`src/rtl/xbar_serial_rx.sv`:
```
// Per-lane serial frame receiver for one crossbar output lane.
// Deserializes start|dst|src|data|par frames, checks them, and queues good frames in a small valid/ready FIFO.
module xbar_serial_rx #(
    parameter int unsigned LANE_ID    = 0,
    parameter int unsigned DATA_W     = 8,
    parameter int unsigned FIFO_DEPTH = 4
) (
    input  logic              clk,
    input  logic              rst,
    input  logic              bit_en,
    input  logic              serial_in,
    output logic              out_valid,
    input  logic              out_ready,
    output logic [2:0]        out_src,
    output logic [DATA_W-1:0] out_data,
    output logic              busy,
    output logic [7:0]        frame_cnt,
    output logic [7:0]        err_cnt,
    output logic              ovf
);

    localparam int unsigned PTR_W   = $clog2(FIFO_DEPTH);
    localparam int unsigned CNT_W   = PTR_W + 1;
    localparam int unsigned BIT_W   = $clog2((DATA_W > 3) ? DATA_W : 3);
    localparam int unsigned HDR_W   = 6 + DATA_W;
    localparam int unsigned ENTRY_W = 3 + DATA_W;

    typedef enum logic [2:0] {
        S_IDLE,
        S_DST,
        S_SRC,
        S_DATA,
        S_PAR
    } state_e;

    typedef logic [ENTRY_W-1:0] entry_t;

    state_e             state_q, state_d;
    logic [BIT_W-1:0]   bit_cnt_q, bit_cnt_d;
    logic [HDR_W-1:0]   shift_q, shift_d;
    logic               par_acc_q, par_acc_d;
    logic               busy_q, busy_d;

    entry_t             mem_q [FIFO_DEPTH];
    entry_t             mem_d [FIFO_DEPTH];
    logic [PTR_W-1:0]   wr_ptr_q, wr_ptr_d;
    logic [PTR_W-1:0]   rd_ptr_q, rd_ptr_d;
    logic [CNT_W-1:0]   count_q, count_d;
    logic               out_valid_q, out_valid_d;
    logic [2:0]         out_src_q, out_src_d;
    logic [DATA_W-1:0]  out_data_q, out_data_d;
    logic [7:0]         frame_cnt_q, frame_cnt_d;
    logic [7:0]         err_cnt_q, err_cnt_d;
    logic               ovf_q, ovf_d;

    logic               frame_done;
    logic               par_ok;
    logic               lane_ok;
    logic               frame_good;
    logic               frame_err;
    logic [2:0]         rx_dst;
    logic [2:0]         rx_src;
    logic [DATA_W-1:0]  rx_data;
    logic               fifo_full;
    logic               push;
    logic               pop;
    logic               drop;
    entry_t             head;

    // Frame deserializer: one field per state, bit counter counts down to the field's last bit
    always_comb begin
        state_d    = state_q;
        bit_cnt_d  = bit_cnt_q;
        shift_d    = shift_q;
        par_acc_d  = par_acc_q;
        frame_done = 1'b0;

        if (bit_en) begin
            case (state_q)
                S_IDLE: begin
                    if (serial_in) begin
                        state_d   = S_DST;
                        bit_cnt_d = BIT_W'(2);
                        par_acc_d = 1'b0;
                    end
                end
                S_DST: begin
                    shift_d   = {shift_q[HDR_W-2:0], serial_in};
                    par_acc_d = par_acc_q ^ serial_in;
                    if (bit_cnt_q == '0) begin
                        state_d   = S_SRC;
                        bit_cnt_d = BIT_W'(2);
                    end else begin
                        bit_cnt_d = bit_cnt_q - BIT_W'(1);
                    end
                end
                S_SRC: begin
                    shift_d   = {shift_q[HDR_W-2:0], serial_in};
                    par_acc_d = par_acc_q ^ serial_in;
                    if (bit_cnt_q == '0) begin
                        state_d   = S_DATA;
                        bit_cnt_d = BIT_W'(DATA_W - 1);
                    end else begin
                        bit_cnt_d = bit_cnt_q - BIT_W'(1);
                    end
                end
                S_DATA: begin
                    shift_d   = {shift_q[HDR_W-2:0], serial_in};
                    par_acc_d = par_acc_q ^ serial_in;
                    if (bit_cnt_q == '0) begin
                        state_d = S_PAR;
                    end else begin
                        bit_cnt_d = bit_cnt_q - BIT_W'(1);
                    end
                end
                S_PAR: begin
                    frame_done = 1'b1;
                    state_d    = S_IDLE;
                end
                default: begin
                    state_d = S_IDLE;
                end
            endcase
        end

        busy_d = (state_d != S_IDLE);
    end

    // Frame check on the parity-sampling edge; a parity error masks the lane check
    always_comb begin
        rx_dst     = shift_q[HDR_W-1 -: 3];
        rx_src     = shift_q[DATA_W +: 3];
        rx_data    = shift_q[DATA_W-1:0];
        par_ok     = ((par_acc_q ^ serial_in) == 1'b0);
        lane_ok    = (rx_dst == 3'(LANE_ID));
        frame_good = frame_done && par_ok && lane_ok;
        frame_err  = frame_done && !(par_ok && lane_ok);
    end

    // FIFO control; a same-edge pop frees the slot for a push into a full FIFO
    always_comb begin
        pop       = out_valid_q && out_ready;
        fifo_full = (count_q == CNT_W'(FIFO_DEPTH));
        push      = frame_good && (!fifo_full || pop);
        drop      = frame_good && fifo_full && !pop;

        mem_d    = mem_q;
        wr_ptr_d = wr_ptr_q;
        rd_ptr_d = rd_ptr_q;
        count_d  = count_q;

        if (push) begin
            mem_d[wr_ptr_q] = {rx_src, rx_data};
            wr_ptr_d        = wr_ptr_q + PTR_W'(1);
        end
        if (pop) begin
            rd_ptr_d = rd_ptr_q + PTR_W'(1);
        end
        if (push && !pop) begin
            count_d = count_q + CNT_W'(1);
        end else if (pop && !push) begin
            count_d = count_q - CNT_W'(1);
        end

        // Head is registered from the next-state FIFO view so it is valid the cycle after a push
        head        = mem_d[rd_ptr_d];
        out_valid_d = (count_d != '0);
        out_src_d   = head[ENTRY_W-1 -: 3];
        out_data_d  = head[DATA_W-1:0];
    end

    // Saturating statistics and sticky overflow
    always_comb begin
        frame_cnt_d = frame_cnt_q;
        err_cnt_d   = err_cnt_q;
        ovf_d       = ovf_q | drop;
        if (push && (frame_cnt_q != 8'hFF)) begin
            frame_cnt_d = frame_cnt_q + 8'd1;
        end
        if (frame_err && (err_cnt_q != 8'hFF)) begin
            err_cnt_d = err_cnt_q + 8'd1;
        end
    end

    always_ff @(posedge clk or posedge rst) begin
        if (rst) begin
            state_q     <= S_IDLE;
            bit_cnt_q   <= '0;
            shift_q     <= '0;
            par_acc_q   <= 1'b0;
            busy_q      <= 1'b0;
            for (int i = 0; i < FIFO_DEPTH; i++) begin
                mem_q[i] <= '0;
            end
            wr_ptr_q    <= '0;
            rd_ptr_q    <= '0;
            count_q     <= '0;
            out_valid_q <= 1'b0;
            out_src_q   <= '0;
            out_data_q  <= '0;
            frame_cnt_q <= '0;
            err_cnt_q   <= '0;
            ovf_q       <= 1'b0;
        end else begin
            state_q     <= state_d;
            bit_cnt_q   <= bit_cnt_d;
            shift_q     <= shift_d;
            par_acc_q   <= par_acc_d;
            busy_q      <= busy_d;
            for (int i = 0; i < FIFO_DEPTH; i++) begin
                mem_q[i] <= mem_d[i];
            end
            wr_ptr_q    <= wr_ptr_d;
            rd_ptr_q    <= rd_ptr_d;
            count_q     <= count_d;
            out_valid_q <= out_valid_d;
            out_src_q   <= out_src_d;
            out_data_q  <= out_data_d;
            frame_cnt_q <= frame_cnt_d;
            err_cnt_q   <= err_cnt_d;
            ovf_q       <= ovf_d;
        end
    end

    assign out_valid = out_valid_q;
    assign out_src   = out_src_q;
    assign out_data  = out_data_q;
    assign busy      = busy_q;
    assign frame_cnt = frame_cnt_q;
    assign err_cnt   = err_cnt_q;
    assign ovf       = ovf_q;

endmodule

```
`config.mk`:
```
export PLATFORM = sky130hd
export DESIGN_NAME = xbar_serial_rx
export DESIGN_NICKNAME = d
export VERILOG_FILES = /design/src/rtl/xbar_serial_rx.sv
export SDC_FILE = /design/constraint.sdc
export NUM_CORES = 1
export LEC_CHECK = 0
export CAP_MARGIN = 20
export CORE_UTILIZATION = 61
export CTS_BUF_LIST = sky130_fd_sc_hd__clkbuf_4
export CTS_CLUSTER_DIAMETER = 150
export CTS_CLUSTER_SIZE = 30
export DETAILED_ROUTE_END_ITERATION = 6
export GPL_TIMING_DRIVEN = 0
export PLACE_DENSITY_LB_ADDON = 0.2
export SLEW_MARGIN = 10
export SYNTH_ARGS = -nofsm -noshare
export SYNTH_HDL_FRONTEND = slang
export SYNTH_SLANG_ARGS = --single-unit
```
`constraint.sdc`:
```
create_clock -name clk -period 5.1 [get_ports clk]
set_input_delay 1.275 -clock clk [delete_from_list [all_inputs] [get_ports clk]]
set_output_delay 1.275 -clock clk [all_outputs]
set_load 0.03 [all_outputs]
```
== After elaboration in Yosys (flattened, before gate mapping) ==
Index checks and enable logic that the tools add are counted.
Storage, ports and cells
  bits in latches: 0
  memories kept: 0
  RAM bits: 0
  output and inout bits: 30
  register bits after elaboration: 102
  ROM bits: 0
  input bits: 5
  word-level logic and storage cells: 96
Cells by class
  bitwise logic cells: 5
  divide/modulo/power cells: 0
  $add $sub $neg: 7
  $lt $le $gt $ge: 3
  multiplexer cells: 25
  multiply operators: 0
  equal/unequal tests: 9
  shifts and indexed selects: 0
  reductions and logical operators: 29
Operators by type and width (number)
  44-bit bitwise mux: 1
  44-bit two-way mux: 1
  11-bit two-way mux: 3
  3-bit two-way mux: 11
  3-bit one-hot mux with 4 select lines: 2
  11-bit binary-select mux with 2-bit select: 1
  11-bit demux with 2-bit select: 1
  8-bit by 1-bit adder with 8-bit output (second input constant): 2
  8-bit != test (second input constant): 2
  1-bit logical AND: 13
  3-bit zero test: 3
  3-bit by 2-bit equality test with 1-bit output (second input constant): 2
  3-bit equality test (second input constant): 2
  3-bit >= comparator (second input constant): 2
  2-bit inverter with 3-bit output: 2
  3-bit nonzero test: 2
  3-bit by 1-bit subtractor with 3-bit output (second input constant): 2
  2-bit by 1-bit adder with 2-bit output (second input constant): 2
  1-bit zero test: 4
  2-bit != test (second input constant): 2
  4-bit AND reduction: 1
  4-bit nonzero test: 1
  3-bit by 1-bit adder with 3-bit output (second input constant): 1
  3-bit by 1-bit equality test with 1-bit output (second input constant): 1
  12 further kinds: 14

== Logic depth before layout (Yosys ltp) ==
  depth in word-level cells: 11
  gate-level depth with buffers: 9
  mapped depth without buffers: 8

== Least setup slack after synthesis ==
OpenSTA, ideal clock, no wires.
  path kind: input to register
  start: input out_ready
  end: register out_src_q[0], in the netlist out_src[0]
  required time: 4.971 ns
  slack: 2.228 ns
  stages on the path: 6
  setup time: 0.129 ns
  arrival time: 2.743 ns
  path buffers: 1
  cell sequence: nand2_1 -> a2111oi_4 -> nand2_1 -> clkbuf_1 -> o311ai_1 -> nor4_2
On the way
  cells in the longest elaborated chain, start to end: 7
  elaborated cells between the ends (all ways): 9
  classes of those cells: 5 x mux; 1 x bitwise; 3 x reduce/logical
Ends and longest elaborated chain
  from (decl): RTL line 13  | input logic out_ready,
  1-bit logical AND *: RTL line 142  | pop = out_valid_q && out_ready;
  1-bit logical OR: RTL line 144  | push = frame_good && (!fifo_full || pop);
  1-bit logical AND: RTL line 144
  44-bit two-way mux: RTL line 152  | if (push) begin
  11-bit binary-select mux with 2-bit select *: RTL line 166  | head = mem_d[rd_ptr_d];
  11-bit two-way mux (not written as such) * (2 in series): RTL line 166
  via head[8]: RTL line 68  | entry_t head;
  to (signal assigned): RTL line 217  | out_src_q <= out_src_d;
  to (decl): RTL line 50  | logic [2:0] out_src_q, out_src_d;
Mark *: on every way through the listed nets, which the timed path passes. The rest lies on a longest branch. The select of a mux whose other input is x is not followed.
A chain may end at the register's enable or synchronous reset.

== Worst setup path in the final report ==
  start: input bit_en
  end: register out_data_q[3], in the netlist out_data[3]
On the way
  cells in the longest elaborated chain, start to end: 8
Ends and longest elaborated chain
  from (decl): RTL line 10  | input logic bit_en,
  1-bit two-way mux: RTL line 78  | if (bit_en) begin
  1-bit logical AND (2 in series): RTL line 136  | frame_good = frame_done && par_ok && lane_ok;
  1-bit logical AND: RTL line 144
  44-bit two-way mux: RTL line 152
  11-bit binary-select mux with 2-bit select: RTL line 166
  11-bit two-way mux (not written as such) (2 in series): RTL line 166
  via head[3]: RTL line 68
  to (signal assigned): RTL line 218  | out_data_q <= out_data_d;
  to (decl): RTL line 51  | logic [DATA_W-1:0] out_data_q, out_data_d;
The timed path passes the listed nets, and every way through them passes these cells. The select of a mux whose other input is x is not followed.

==> flow_metrics.env <==
export IMPL_drive_gt1_frac=0.128
export IMPL_critical_path_slowest_cell="clkdlybuf4s50_1"
export IMPL_crit_buf_inv=2
export IMPL_period_minus_slack_ns=3.48
export IMPL_drv_slew=0
export IMPL_cts_root_buffer="clkbuf_4"
export IMPL_worstPathRequired_ns=5.43
export IMPL_path_clk_slew_ns=0.16
export IMPL_grt_antenna_before_repair=1
export IMPL_ios=35
export IMPL_clk_path_buf_depth=2
export IMPL_core_mm2=0.00785
export IMPL_insertion_delay_ns=0.44
export IMPL_syn_instance_count=495
export IMPL_die_h_um=93.0
export IMPL_cts_resized=0
export IMPL_initial_core_util=0.643
export IMPL_area_delta_synth_final_pct=13.0
export IMPL_r2r_cells=8
export IMPL_status="finished clean"
export IMPL_ant_nets=0
export IMPL_drc_errors=0
export IMPL_fin_total_pwr_w=0.00264
export IMPL_clock_fmax_ghz=0.287
export IMPL_synthFlopType="dfrtp_1"
export IMPL_grt_usage=0.250
export IMPL_path_cells="clkdlybuf4s50_1 > nand4bb_4 > a2111oi_4 > nand2_1 > clkbuf_1 > o311ai_1 > nor4_1"
export IMPL_grt_pass1_wl_mm=17.1
export IMPL_worstHoldStart="mem_q[27]"
export IMPL_synth_cell_types=48
export IMPL_crit_family="compound AO/OA/AOI/OAI gates"
export IMPL_cts_buffers=9
export IMPL_synth_nets=511
export IMPL_fillers=576
export IMPL_grt_max_degree=56
export IMPL_grt_ovfl_total=0
export IMPL_clock_sinks=102
export IMPL_r2r_slack_ns=2.42
export IMPL_hold_buffers=0
export IMPL_final_cell_mix="102 x dfrtp_1, 84 x nand2_1, 38 x mux2_2"
export IMPL_synth_edf_count=0
export IMPL_place_hpwl_mm=7.15
export IMPL_peakVddDrop_uv=243
export IMPL_drv_cap=0
export IMPL_yosys_warnings=0
export IMPL_clock_skew_final_ns=0.0111
export IMPL_wl_per_cell_um=14.8
export IMPL_drt_first_pass_iters=5
export IMPL_finalCritPeriodShare=0.682
export IMPL_cp_start_kind="primary input"
export IMPL_async_flop_share=1.00
export IMPL_r2r_start="count_q[1]"
export IMPL_cts_tree="built"
export IMPL_drt_total_wl_mm=9.63
export IMPL_postCtsSetupBuffers=0
export IMPL_rsz0062_at_grt="false"
export IMPL_setup_viol=0
export IMPL_hp_class="reg -> reg"
export IMPL_via_per_inst=5.74
export IMPL_num_rows=32
export IMPL_crit_path_start="bit_en"
export IMPL_hold_viol=0
export IMPL_setup_tns_ns=0
export IMPL_r2r_end="out_data[3]"
export IMPL_drtIter0Drc=230
export IMPL_slew_headroom=0.502
export IMPL_io_buffers=34
export IMPL_synth_seq_cells=102
export IMPL_crit_fanout=10
export IMPL_htree_levels=3
export IMPL_critPathKind="in -> reg"
export IMPL_seq_area_frac_synth=0.506
export IMPL_cp_data_arrival_time_ns=3.81
export IMPL_cellLeakagePower_nw=2.76
export IMPL_end_kind="register"
export IMPL_dr_total_vias=3723
export IMPL_dieArea_mm2=0.00864
export IMPL_hold_end="mem_q[27]"
export IMPL_syn_avg_cell_area_um2=10.2
export IMPL_layout_commonest_cell="dfrtp_1"
export IMPL_grt_pass1_vias=3691
export IMPL_gp_congestion=0.896
export IMPL_hold_depth=2
export IMPL_max_stage_delay_ns=0.67
export IMPL_powerDensity_mw_per_mm2=463
export IMPL_netlist_area_mm2=0.00505
export IMPL_fp_dieW_um=93.0
export IMPL_nets=557
export IMPL_worstMarginPinSlew_ns=0.737
-- state kept, by name (all words and copies together) (netlist names) --
signal     cells
par_acc_q      1
ovf            1
frame_cnt      8
out_src        3
mem_q         44
wr_ptr_q       2
out_valid      1
state_q        3
err_cnt        8
bit_cnt_q      3
shift_q       14
out_data       8
count_q        3
busy           1
rd_ptr_q       2
-- worst register-to-register path, stage by stage, from the launching register on --
cell and delay [ns]:
dfrtp_1 0.45, inv_1 0.08, ha_1 0.20, and2_1 0.18
a2111oi_4 0.65, nand2_1 0.22, clkbuf_1 0.27, o311ai_1 0.42
nor4_1 0.11
-- where the power goes --
part | switching (W) | leakage, nW | internal (W)
sequential | 0.0000756 | 1.33 | 0.000961
combinational | 0.000702 | 1.34 | 0.000456
clock | 0.000282 | 0.0858 | 0.000164
-- stage by stage --
step                      setup WS [ns]  hold slack (ns)  std cells  instance area [µm²]   util
after floorplan                    1.15            0.432        495                 5050      -
after global placement           -0.233            0.443        631                 5510  0.703
after detailed placement           1.19            0.449        632                 5540  0.706
after CTS                          1.69            0.485        648                 5700  0.726
after global routing               1.39            0.499        649                 5700  0.727
final                              1.62            0.485        649                 5700  0.727
-- metal layers --
| layer | routed length [µm] | up-vias | track usage |
|---|---|---|---|
| li1 | - | 1832 | - |
| met1 | 4520 | 1788 | 0.333 |
| met2 | 4600 | 95 | 0.414 |
| met3 | 420 | 8 | 0.0567 |
| met4 | 91 | 0 | 0.0654 |
| met5 | 0 | - | 0 |
-- layout make-up --
class	count	area (µm²)	area share
diodes	1	2.50	0.000439
plain buffers	37	158	0.0276
clock buffers	9	67.6	0.0118
clock inverters	7	87.6	0.0154
inverters	11	43.8	0.00768
multi-input cells	345	2290	0.402
flip-flops and latches	102	2550	0.448
well taps	102	128	0.0224
repair buffers	35	368	0.0645
-- worst max-delay path by stage --
| stage | end | slack (ns) | cells past startpoint |
|---|---|---|---|
| after global routing | out_data[4] | 1.39 | 8 |
| after floorplan | bit_cnt_q[0] | 1.15 | 1 |
| after detailed placement | out_data[3] | 1.19 | 7 |
| final | out_data[3] | 1.62 | 7 |
| after CTS | out_data[4] | 1.69 | 8 |
| after global placement | shift_q[6] | -0.23 | 2 |
-- synth_stat cells (6+ instances only) --
library cell  instances  area (µm²)
a21oi_1               8        40.0
and3_1                7        43.8
buf_2                 6        30.0
clkbuf_1             27         101
dfrtp_1             102        2550
ha_1                 11         138
inv_1                11        41.3
mux2_2               38         428
mux2i_1              11         110
nand2_1              84         315
nand3_1               7        35.0
nand4_1               8        50.1
nor2_1               31         116
nor3_1               23         115
nor4_1               10        62.6
o21ai_0               7        35.0
o311ai_1              9        78.8
o31ai_1              12        90.1
or3_1                25         156
xnor2_1              15         131
-- cells by family after synthesis --
family / count (synthesis) / synth area share
multiplexers: 49 / 0.107
adder cells (fa/ha/maj): 11 / 0.0273
XOR/XNOR: 20 / 0.0347
flip-flops: 102 / 0.506
AO/OA/AOI/OAI: 53 / 0.0784
buffers and inverters: 48 / 0.0394
AND/OR/NAND/NOR: 212 / 0.208
Note: power is estimated with default switching activity, not from simulation.
